--- src/rtl/instr_fetch_pkg.sv ---
// Shared fetch definitions: instruction-pointer load encodings, fetch state enum, opcode field width.
// Used by the fetch sequencer and the control decoder so both agree on the encodings.
package instr_fetch_pkg;

  localparam int OPCODE_W = 8;

  localparam logic [1:0] LD_SEQ      = 2'b00;
  localparam logic [1:0] LD_JUMP     = 2'b01;
  localparam logic [1:0] LD_ALU_JUMP = 2'b10;
  localparam logic [1:0] LD_ILLEGAL  = 2'b11;

  typedef enum logic [1:0] {
    ST_IDLE  = 2'd0,
    ST_FETCH = 2'd1,
    ST_HOLD  = 2'd2
  } fetch_state_e;

  // Illegal encoding falls back to sequential, so only these two cases redirect.
  function automatic logic take_jump(input logic [1:0] load_en, input logic alu_cond);
    return (load_en == LD_JUMP) || ((load_en == LD_ALU_JUMP) && alu_cond);
  endfunction

endpackage

--- src/rtl/instr_fetch.sv ---
// Instruction fetch sequencer: one strobe per fetch, word captured MEM_LATENCY cycles later, held until advance.
// Throughput one instruction per MEM_LATENCY+2 cycles; without advance the word is held indefinitely; stop aborts.
module instr_fetch
  import instr_fetch_pkg::*;
#(
  parameter int CMD_WIDTH   = 128,
  parameter int ADDR_WIDTH  = 8,
  parameter int MEM_LATENCY = 2
) (
  input  logic                  clk,
  input  logic                  rstn,
  input  logic                  start,
  input  logic                  stop,
  output logic [ADDR_WIDTH-1:0] mem_addr,
  output logic                  mem_rd_en,
  input  logic [CMD_WIDTH-1:0]  mem_data,
  output logic [CMD_WIDTH-1:0]  cmd_out,
  output logic [OPCODE_W-1:0]   opcode,
  output logic                  cmd_valid,
  input  logic                  advance,
  input  logic [1:0]            instr_ptr_load_en,
  input  logic                  alu_cond,
  input  logic [ADDR_WIDTH-1:0] jump_addr,
  output logic [ADDR_WIDTH-1:0] pc,
  output logic                  busy,
  output logic                  illegal_load
);

  localparam int CNT_W = $clog2(MEM_LATENCY + 1);
  localparam logic [CNT_W-1:0] CNT_LAST = CNT_W'(MEM_LATENCY);

  fetch_state_e          state_q, state_d;
  logic [CNT_W-1:0]      cnt_q, cnt_d;
  logic [ADDR_WIDTH-1:0] pc_q, pc_d;
  logic [CMD_WIDTH-1:0]  cmd_q, cmd_d;
  logic                  cmd_valid_q, cmd_valid_d;
  logic                  rd_en_q, rd_en_d;
  logic                  busy_q, busy_d;
  logic                  illegal_q, illegal_d;

  always_comb begin
    state_d     = state_q;
    cnt_d       = cnt_q;
    pc_d        = pc_q;
    cmd_d       = cmd_q;
    cmd_valid_d = cmd_valid_q;
    rd_en_d     = 1'b0;
    illegal_d   = illegal_q;

    case (state_q)
      ST_IDLE: begin
        if (start && !stop) begin
          state_d = ST_FETCH;
          pc_d    = '0;
          cnt_d   = '0;
          rd_en_d = 1'b1;
        end
      end
      ST_FETCH: begin
        // Aborting here drops whatever read is still in the memory pipeline.
        if (stop) begin
          state_d = ST_IDLE;
        end else if (cnt_q == CNT_LAST) begin
          cmd_d       = mem_data;
          cmd_valid_d = 1'b1;
          state_d     = ST_HOLD;
        end else begin
          cnt_d = cnt_q + 1'b1;
        end
      end
      ST_HOLD: begin
        if (stop) begin
          state_d     = ST_IDLE;
          cmd_valid_d = 1'b0;
        end else if (advance) begin
          pc_d        = take_jump(instr_ptr_load_en, alu_cond) ? jump_addr : pc_q + 1'b1;
          illegal_d   = illegal_q | (instr_ptr_load_en == LD_ILLEGAL);
          cmd_valid_d = 1'b0;
          cnt_d       = '0;
          rd_en_d     = 1'b1;
          state_d     = ST_FETCH;
        end
      end
      default: begin
        state_d     = ST_IDLE;
        cmd_valid_d = 1'b0;
      end
    endcase

    busy_d = (state_d != ST_IDLE);
  end

  always_ff @(posedge clk or negedge rstn) begin
    if (!rstn) begin
      state_q     <= ST_IDLE;
      cnt_q       <= '0;
      pc_q        <= '0;
      cmd_q       <= '0;
      cmd_valid_q <= 1'b0;
      rd_en_q     <= 1'b0;
      busy_q      <= 1'b0;
      illegal_q   <= 1'b0;
    end else begin
      state_q     <= state_d;
      cnt_q       <= cnt_d;
      pc_q        <= pc_d;
      cmd_q       <= cmd_d;
      cmd_valid_q <= cmd_valid_d;
      rd_en_q     <= rd_en_d;
      busy_q      <= busy_d;
      illegal_q   <= illegal_d;
    end
  end

  // The address register is the pc itself, so it is stable for the whole fetch.
  assign mem_addr     = pc_q;
  assign mem_rd_en    = rd_en_q;
  assign cmd_out      = cmd_q;
  assign opcode       = cmd_q[CMD_WIDTH-1 -: OPCODE_W];
  assign cmd_valid    = cmd_valid_q;
  assign pc           = pc_q;
  assign busy         = busy_q;
  assign illegal_load = illegal_q;

endmodule

--- config.mk ---
export PLATFORM = sky130hd
export DESIGN_NAME = instr_fetch
export DESIGN_NICKNAME = d
export VERILOG_FILES = /design/src/rtl/instr_fetch_pkg.sv /design/src/rtl/instr_fetch.sv
export SDC_FILE = /design/constraint.sdc
export NUM_CORES = 1
export LEC_CHECK = 0
export CAP_MARGIN = 0
export CELL_PAD_IN_SITES_DETAIL_PLACEMENT = 0
export CELL_PAD_IN_SITES_GLOBAL_PLACEMENT = 1
export CORE_UTILIZATION = 28
export CTS_CLUSTER_SIZE = 40
export DETAILED_ROUTE_END_ITERATION = 16
export PLACE_DENSITY_LB_ADDON = 0.1
export SETUP_SLACK_MARGIN = 0.5
export SKIP_LAST_GASP = 1
export SYNTH_ARGS = -nofsm -noshare
export SYNTH_HDL_FRONTEND = slang
export SYNTH_SLANG_ARGS = --single-unit
--- constraint.sdc ---
create_clock -name clk -period 1.8 [get_ports clk]
set_input_delay 0.27 -clock clk [delete_from_list [all_inputs] [get_ports clk]]
set_output_delay 0.27 -clock clk [all_outputs]
set_load 0.01 [all_outputs]
==> impl_metrics.prom <==
# TYPE chip_impl_metric gauge
chip_impl_info{name="run_status",value="completed"} 1
chip_impl_metric{name="grt_pass1_vias",unit=""} 4713
chip_impl_info{name="synth_top_cell_by_area",value="sky130_fd_sc_hd__dfrtp_1"} 1
chip_impl_metric{name="power_per_cell_area",unit="nW/um^2"} 1376
chip_impl_metric{name="cts_inserted_buffers",unit=""} 17
chip_impl_metric{name="io_pins",unit=""} 300
chip_impl_metric{name="worst_slew_margin",unit="%"} 74.28
chip_impl_metric{name="mux_cell_area_share_after_synthesis",unit="%"} 26.05
chip_impl_metric{name="synth_compound_area_share",unit="%"} 2.402
chip_impl_metric{name="leakage",unit="nW"} 4.981
chip_impl_metric{name="route.detailed.vias_per_inst",unit=""} 4.364
chip_impl_metric{name="start_util",unit="%"} 28.96
chip_impl_metric{name="cts.reportedPaths.clkPinSlew",unit="ps"} 60
chip_impl_metric{name="antenna_violations_before_repair",unit=""} 0
chip_impl_info{name="post_synth_main_area_contributors",value="sky130_fd_sc_hd__dfrtp_1 63%, sky130_fd_sc_hd__mux2_2 25%, sky130_fd_sc_hd__buf_4 3.7%"} 1
chip_impl_metric{name="dp_cells",unit=""} 929
chip_impl_metric{name="clock_path_buffers",unit=""} 2
chip_impl_metric{name="die_area",unit="um^2"} 21040
chip_impl_metric{name="drt_iter0_markers",unit=""} 83
chip_impl_metric{name="drv_slew",unit=""} 0
chip_impl_metric{name="final-setup-viol-count",unit=""} 0
chip_impl_metric{name="core",unit="um^2"} 19780
chip_impl_metric{name="synth-xor-area-share",unit="%"} 0
chip_impl_metric{name="post_synth.cell_area_avg",unit="um^2"} 15.40
chip_impl_info{name="tritoncts_clock_tree",value="yes"} 1
chip_impl_info{name="hold_path.class",value="input port to async pin"} 1
chip_impl_metric{name="drive_above_1_share",unit="%"} 57.62
chip_impl_metric{name="hpwl",unit="um"} 11760
chip_impl_metric{name="timing_worst_slew_pin_value",unit="ps"} 385.9
chip_impl_metric{name="wirelength",unit="um"} 18010
chip_impl_metric{name="cp.required",unit="ps"} 2100
chip_impl_metric{name="synth_enable_flop_cells",unit=""} 0
chip_impl_metric{name="p_total",unit="mW"} 13.99
chip_impl_metric{name="die_y",unit="um"} 145.0
chip_impl_metric{name="timing.max_cap.violations",unit=""} 0
chip_impl_metric{name="post_synthesis_net_count",unit=""} 518
chip_impl_info{name="crit-reg2reg-capture",value="cmd_out[4]"} 1
chip_impl_info{name="cts.root.buffer_cell",value="sky130_fd_sc_hd__clkbuf_16"} 1
chip_impl_metric{name="synth_area",unit="um^2"} 5729
chip_impl_metric{name="floorplan.die.width",unit="um"} 145.0
chip_impl_metric{name="nFillCells",unit=""} 1721
chip_impl_metric{name="route.vias.total",unit=""} 4451
chip_impl_metric{name="post-route-period-util",unit="%"} 90.35
chip_impl_metric{name="clock_latency",unit="ps"} 420
chip_impl_metric{name="fin_hold_ws",unit="ps"} 323.4
chip_impl_metric{name="antenna_violating_nets_post_route",unit=""} 0
chip_impl_metric{name="timing.final.crit_period",unit="ps"} 1626
chip_impl_metric{name="asr_flop_ratio_synth",unit="%"} 100.0
chip_impl_metric{name="port_buffers",unit=""} 299
chip_impl_info{name="cp_slowest_cell",value="sky130_fd_sc_hd__dfrtp_1"} 1
chip_impl_info{name="setup.worst_path.end_class",value="flip-flop"} 1
chip_impl_metric{name="tritoncts_sinks",unit=""} 144
chip_impl_metric{name="yosys.area.top_type_share",unit="%"} 62.90
chip_impl_metric{name="drc",unit=""} 0
chip_impl_metric{name="worst_ir_drop_vdd",unit="mV"} 0.6402
chip_impl_metric{name="simple_gate_portion_of_the_synthesized_area",unit="%"} 3.844
chip_impl_metric{name="crit_arrival",unit="ps"} 1920
chip_impl_metric{name="total_nets_final",unit=""} 888
chip_impl_metric{name="overflow_left_after_global_routing",unit=""} 0
chip_impl_metric{name="rr_worst_depth",unit=""} 6
chip_impl_metric{name="drtPass1Iterations",unit=""} 4
chip_impl_metric{name="final_cell_count_no_fill",unit=""} 1020
chip_impl_metric{name="hold_violations",unit=""} 0
chip_impl_metric{name="path_max_fanout",unit=""} 11
chip_impl_info{name="synth_top_cells_by_count",value="144 x sky130_fd_sc_hd__dfrtp_1, 129 x sky130_fd_sc_hd__mux2_2, 28 x sky130_fd_sc_hd__buf_4"} 1
chip_impl_metric{name="finalWeightedCongestion",unit=""} 0.7858
chip_impl_info{name="worst-setup-path-type",value="flip-flop to flip-flop"} 1
chip_impl_metric{name="synth.yosys.seq_area_share",unit="%"} 62.90
chip_impl_metric{name="pin_count_of_the_biggest_net_entering_global_routing",unit=""} 39
chip_impl_metric{name="site_row_count",unit=""} 51
chip_impl_metric{name="all_layer_global_routing_usage",unit="%"} 16.84
chip_impl_metric{name="average_wire_length_per_cell_after_detail_routing",unit="um"} 17.65
chip_impl_metric{name="timing.critical_path.slowest_cell_delay",unit="ps"} 390
chip_impl_info{name="combinational_family_with_the_most_area_after_synthesis",value="multiplexers"} 1
chip_impl_metric{name="final.setup_skew",unit="ps"} 10.53
chip_impl_info{name="yosysMostFrequentCell",value="sky130_fd_sc_hd__dfrtp_1"} 1
chip_impl_metric{name="grt_pass1_wl",unit="um"} 27220
chip_impl_metric{name="fmax",unit="GHz"} 0.6149
chip_impl_info{name="critical_path.cell_chain",value="inv_2 > ha_4 > and3_4 > buf_12 > clkbuf_16 > mux2_2"} 1
chip_impl_metric{name="num_antenna_cells",unit=""} 0
chip_impl_metric{name="post_synth_inst_count",unit=""} 372
chip_impl_info{name="synth_flop_cell",value="sky130_fd_sc_hd__dfrtp_1"} 1
chip_impl_metric{name="synth_cell_types",unit=""} 34
chip_impl_metric{name="layout.core_utilization",unit="%"} 51.40
chip_impl_metric{name="area_growth_syn_to_layout",unit="%"} 77.46
chip_impl_info{name="timing.rr.start",value="cnt_q[0]"} 1
chip_impl_info{name="rsz0062_at_grt",value="true"} 1
chip_impl_metric{name="yosysWarnings",unit=""} 0
chip_impl_info{name="timing.critical_path.from_type",value="flip-flop"} 1
chip_impl_metric{name="synth.ff_latch_count",unit=""} 144
chip_impl_metric{name="ctsHtreeMaxLevel",unit=""} 4
chip_impl_metric{name="timing.reg2reg.setup_slack",unit="ps"} 170
chip_impl_metric{name="yosys.area_share.adder",unit="%"} 0.4368
per-layer routing:
layer  global-route usage, %  up-vias  wire length [um]
met5                       0        -                 0
met4                   5.904        0               277
met3                   4.843       20              1247
met2                   29.57      187              9312
met1                   19.42     2176              7168
li1                        -     2068                 -
report_power, final:
group          total, mW  switching, mW  internal, mW  leakage (nW)
registers           5.12          0.611          4.51          1.89
logic               5.17           2.14          3.02          2.80
clock network       3.71           1.47          2.24         0.291
final cells by class:
class / count / area (um^2) / share of cell area, %
Tap cell: 265 / 331.6 / 3.261
Clock buffer: 18 / 439.2 / 4.319
Sequential cell: 144 / 3610 / 35.50
Clock inverter: 14 / 180.2 / 1.772
Timing Repair Buffer: 384 / 3400 / 33.44
Multi-Input combinational cell: 192 / 2188 / 21.52
Inverter: 3 / 18.77 / 0.1846
what timing repair did:
action / in CTS / in global routing
buffers inserted: 37 / 13
endpoints found under the hold margin: 34 / 0
gates cloned: 3 / 5
gates resized for setup: 699 / 60
pin swaps: 8 / 8
hold buffers: 1 / 0
setup endpoints to repair: 297 / 167
layout by cell type (no fill, tap or decap), types with 2 or more instances in the layout:
cell type	count
sky130_fd_sc_hd__a32oi_2	3
sky130_fd_sc_hd__and3_4	3
sky130_fd_sc_hd__buf_12	10
sky130_fd_sc_hd__buf_16	6
sky130_fd_sc_hd__buf_2	138
sky130_fd_sc_hd__buf_4	35
sky130_fd_sc_hd__buf_6	43
sky130_fd_sc_hd__buf_8	2
sky130_fd_sc_hd__bufinv_16	3
sky130_fd_sc_hd__clkbuf_16	22
sky130_fd_sc_hd__clkbuf_2	2
sky130_fd_sc_hd__clkdlybuf4s50_1	142
sky130_fd_sc_hd__clkinv_4	2
sky130_fd_sc_hd__clkinvlp_4	4
sky130_fd_sc_hd__dfrtp_1	139
sky130_fd_sc_hd__dfrtp_2	5
sky130_fd_sc_hd__ha_4	2
sky130_fd_sc_hd__inv_6	3
sky130_fd_sc_hd__inv_8	2
sky130_fd_sc_hd__mux2_2	84
sky130_fd_sc_hd__mux2_4	45
sky130_fd_sc_hd__mux2i_1	4
sky130_fd_sc_hd__nand2_1	2
sky130_fd_sc_hd__nand3_1	6
sky130_fd_sc_hd__nand3_2	2
sky130_fd_sc_hd__nor2_1	3
sky130_fd_sc_hd__nor2b_1	3
sky130_fd_sc_hd__o21ai_0	2
sky130_fd_sc_hd__o21ai_1	2
sky130_fd_sc_hd__o21ai_2	4
sky130_fd_sc_hd__o2bb2ai_1	3
sky130_fd_sc_hd__or3_4	3
sky130_fd_sc_hd__or4_1	2
worst max path at each step:
| stage | endpoint | depth (start not counted) | from | slack (ps) |
|---|---|---|---|---|
| 2_1_floorplan | cmd_out[0] | 6 | cnt_q[0] | 290 |
| 4_1_cts | cmd_out[63] | 6 | cnt_q[0] | 140 |
| 3_3_place_gp | mem_addr[3] | 6 | stop | -140 |
| 3_5_place_dp | mem_addr[7] | 5 | stop | -180 |
| 5_1_grt | cmd_out[16] | 6 | cnt_q[0] | 120 |
| 6_report | cmd_out[4] | 6 | cnt_q[0] | 170 |
worst max-delay path, delay by kind of cell (launching register included):
family                     cells  cell delay (ps)
DFF                            1              390
muxes                          1              330
adders and majority gates      1              130
buffers and inverters          3              420
and+or+nand+nor                1              250
registers in the layout, summed over array words and instances, names as in the netlist:
name	count
cmd_out	128
mem_addr	8
cnt_q	2
state_q	2
busy	1
cmd_valid	1
illegal_load	1
mem_rd_en	1
per-stage QoR:
step           cell area, um^2  setup WS [ps]  setup TNS [ps]
6_report                 10170          173.8               0
5_1_grt                  10170          119.5               0
4_1_cts                   9767          143.0               0
3_5_place_dp              9123         -183.3          -10430
3_3_place_gp              9123         -143.2           -7733
2_1_floorplan             5826          291.6               0
kinds of logic after synthesis:
| logic type | after synthesis |
|---|---|
| AOI/OAI and AO/OA | 20 |
| adders and majority gates | 2 |
| and+or+nand+nor | 37 |
| muxes | 133 |
| DFF | 144 |
| buffers and inverters | 36 |
Power figures use the tool's default switching activity.
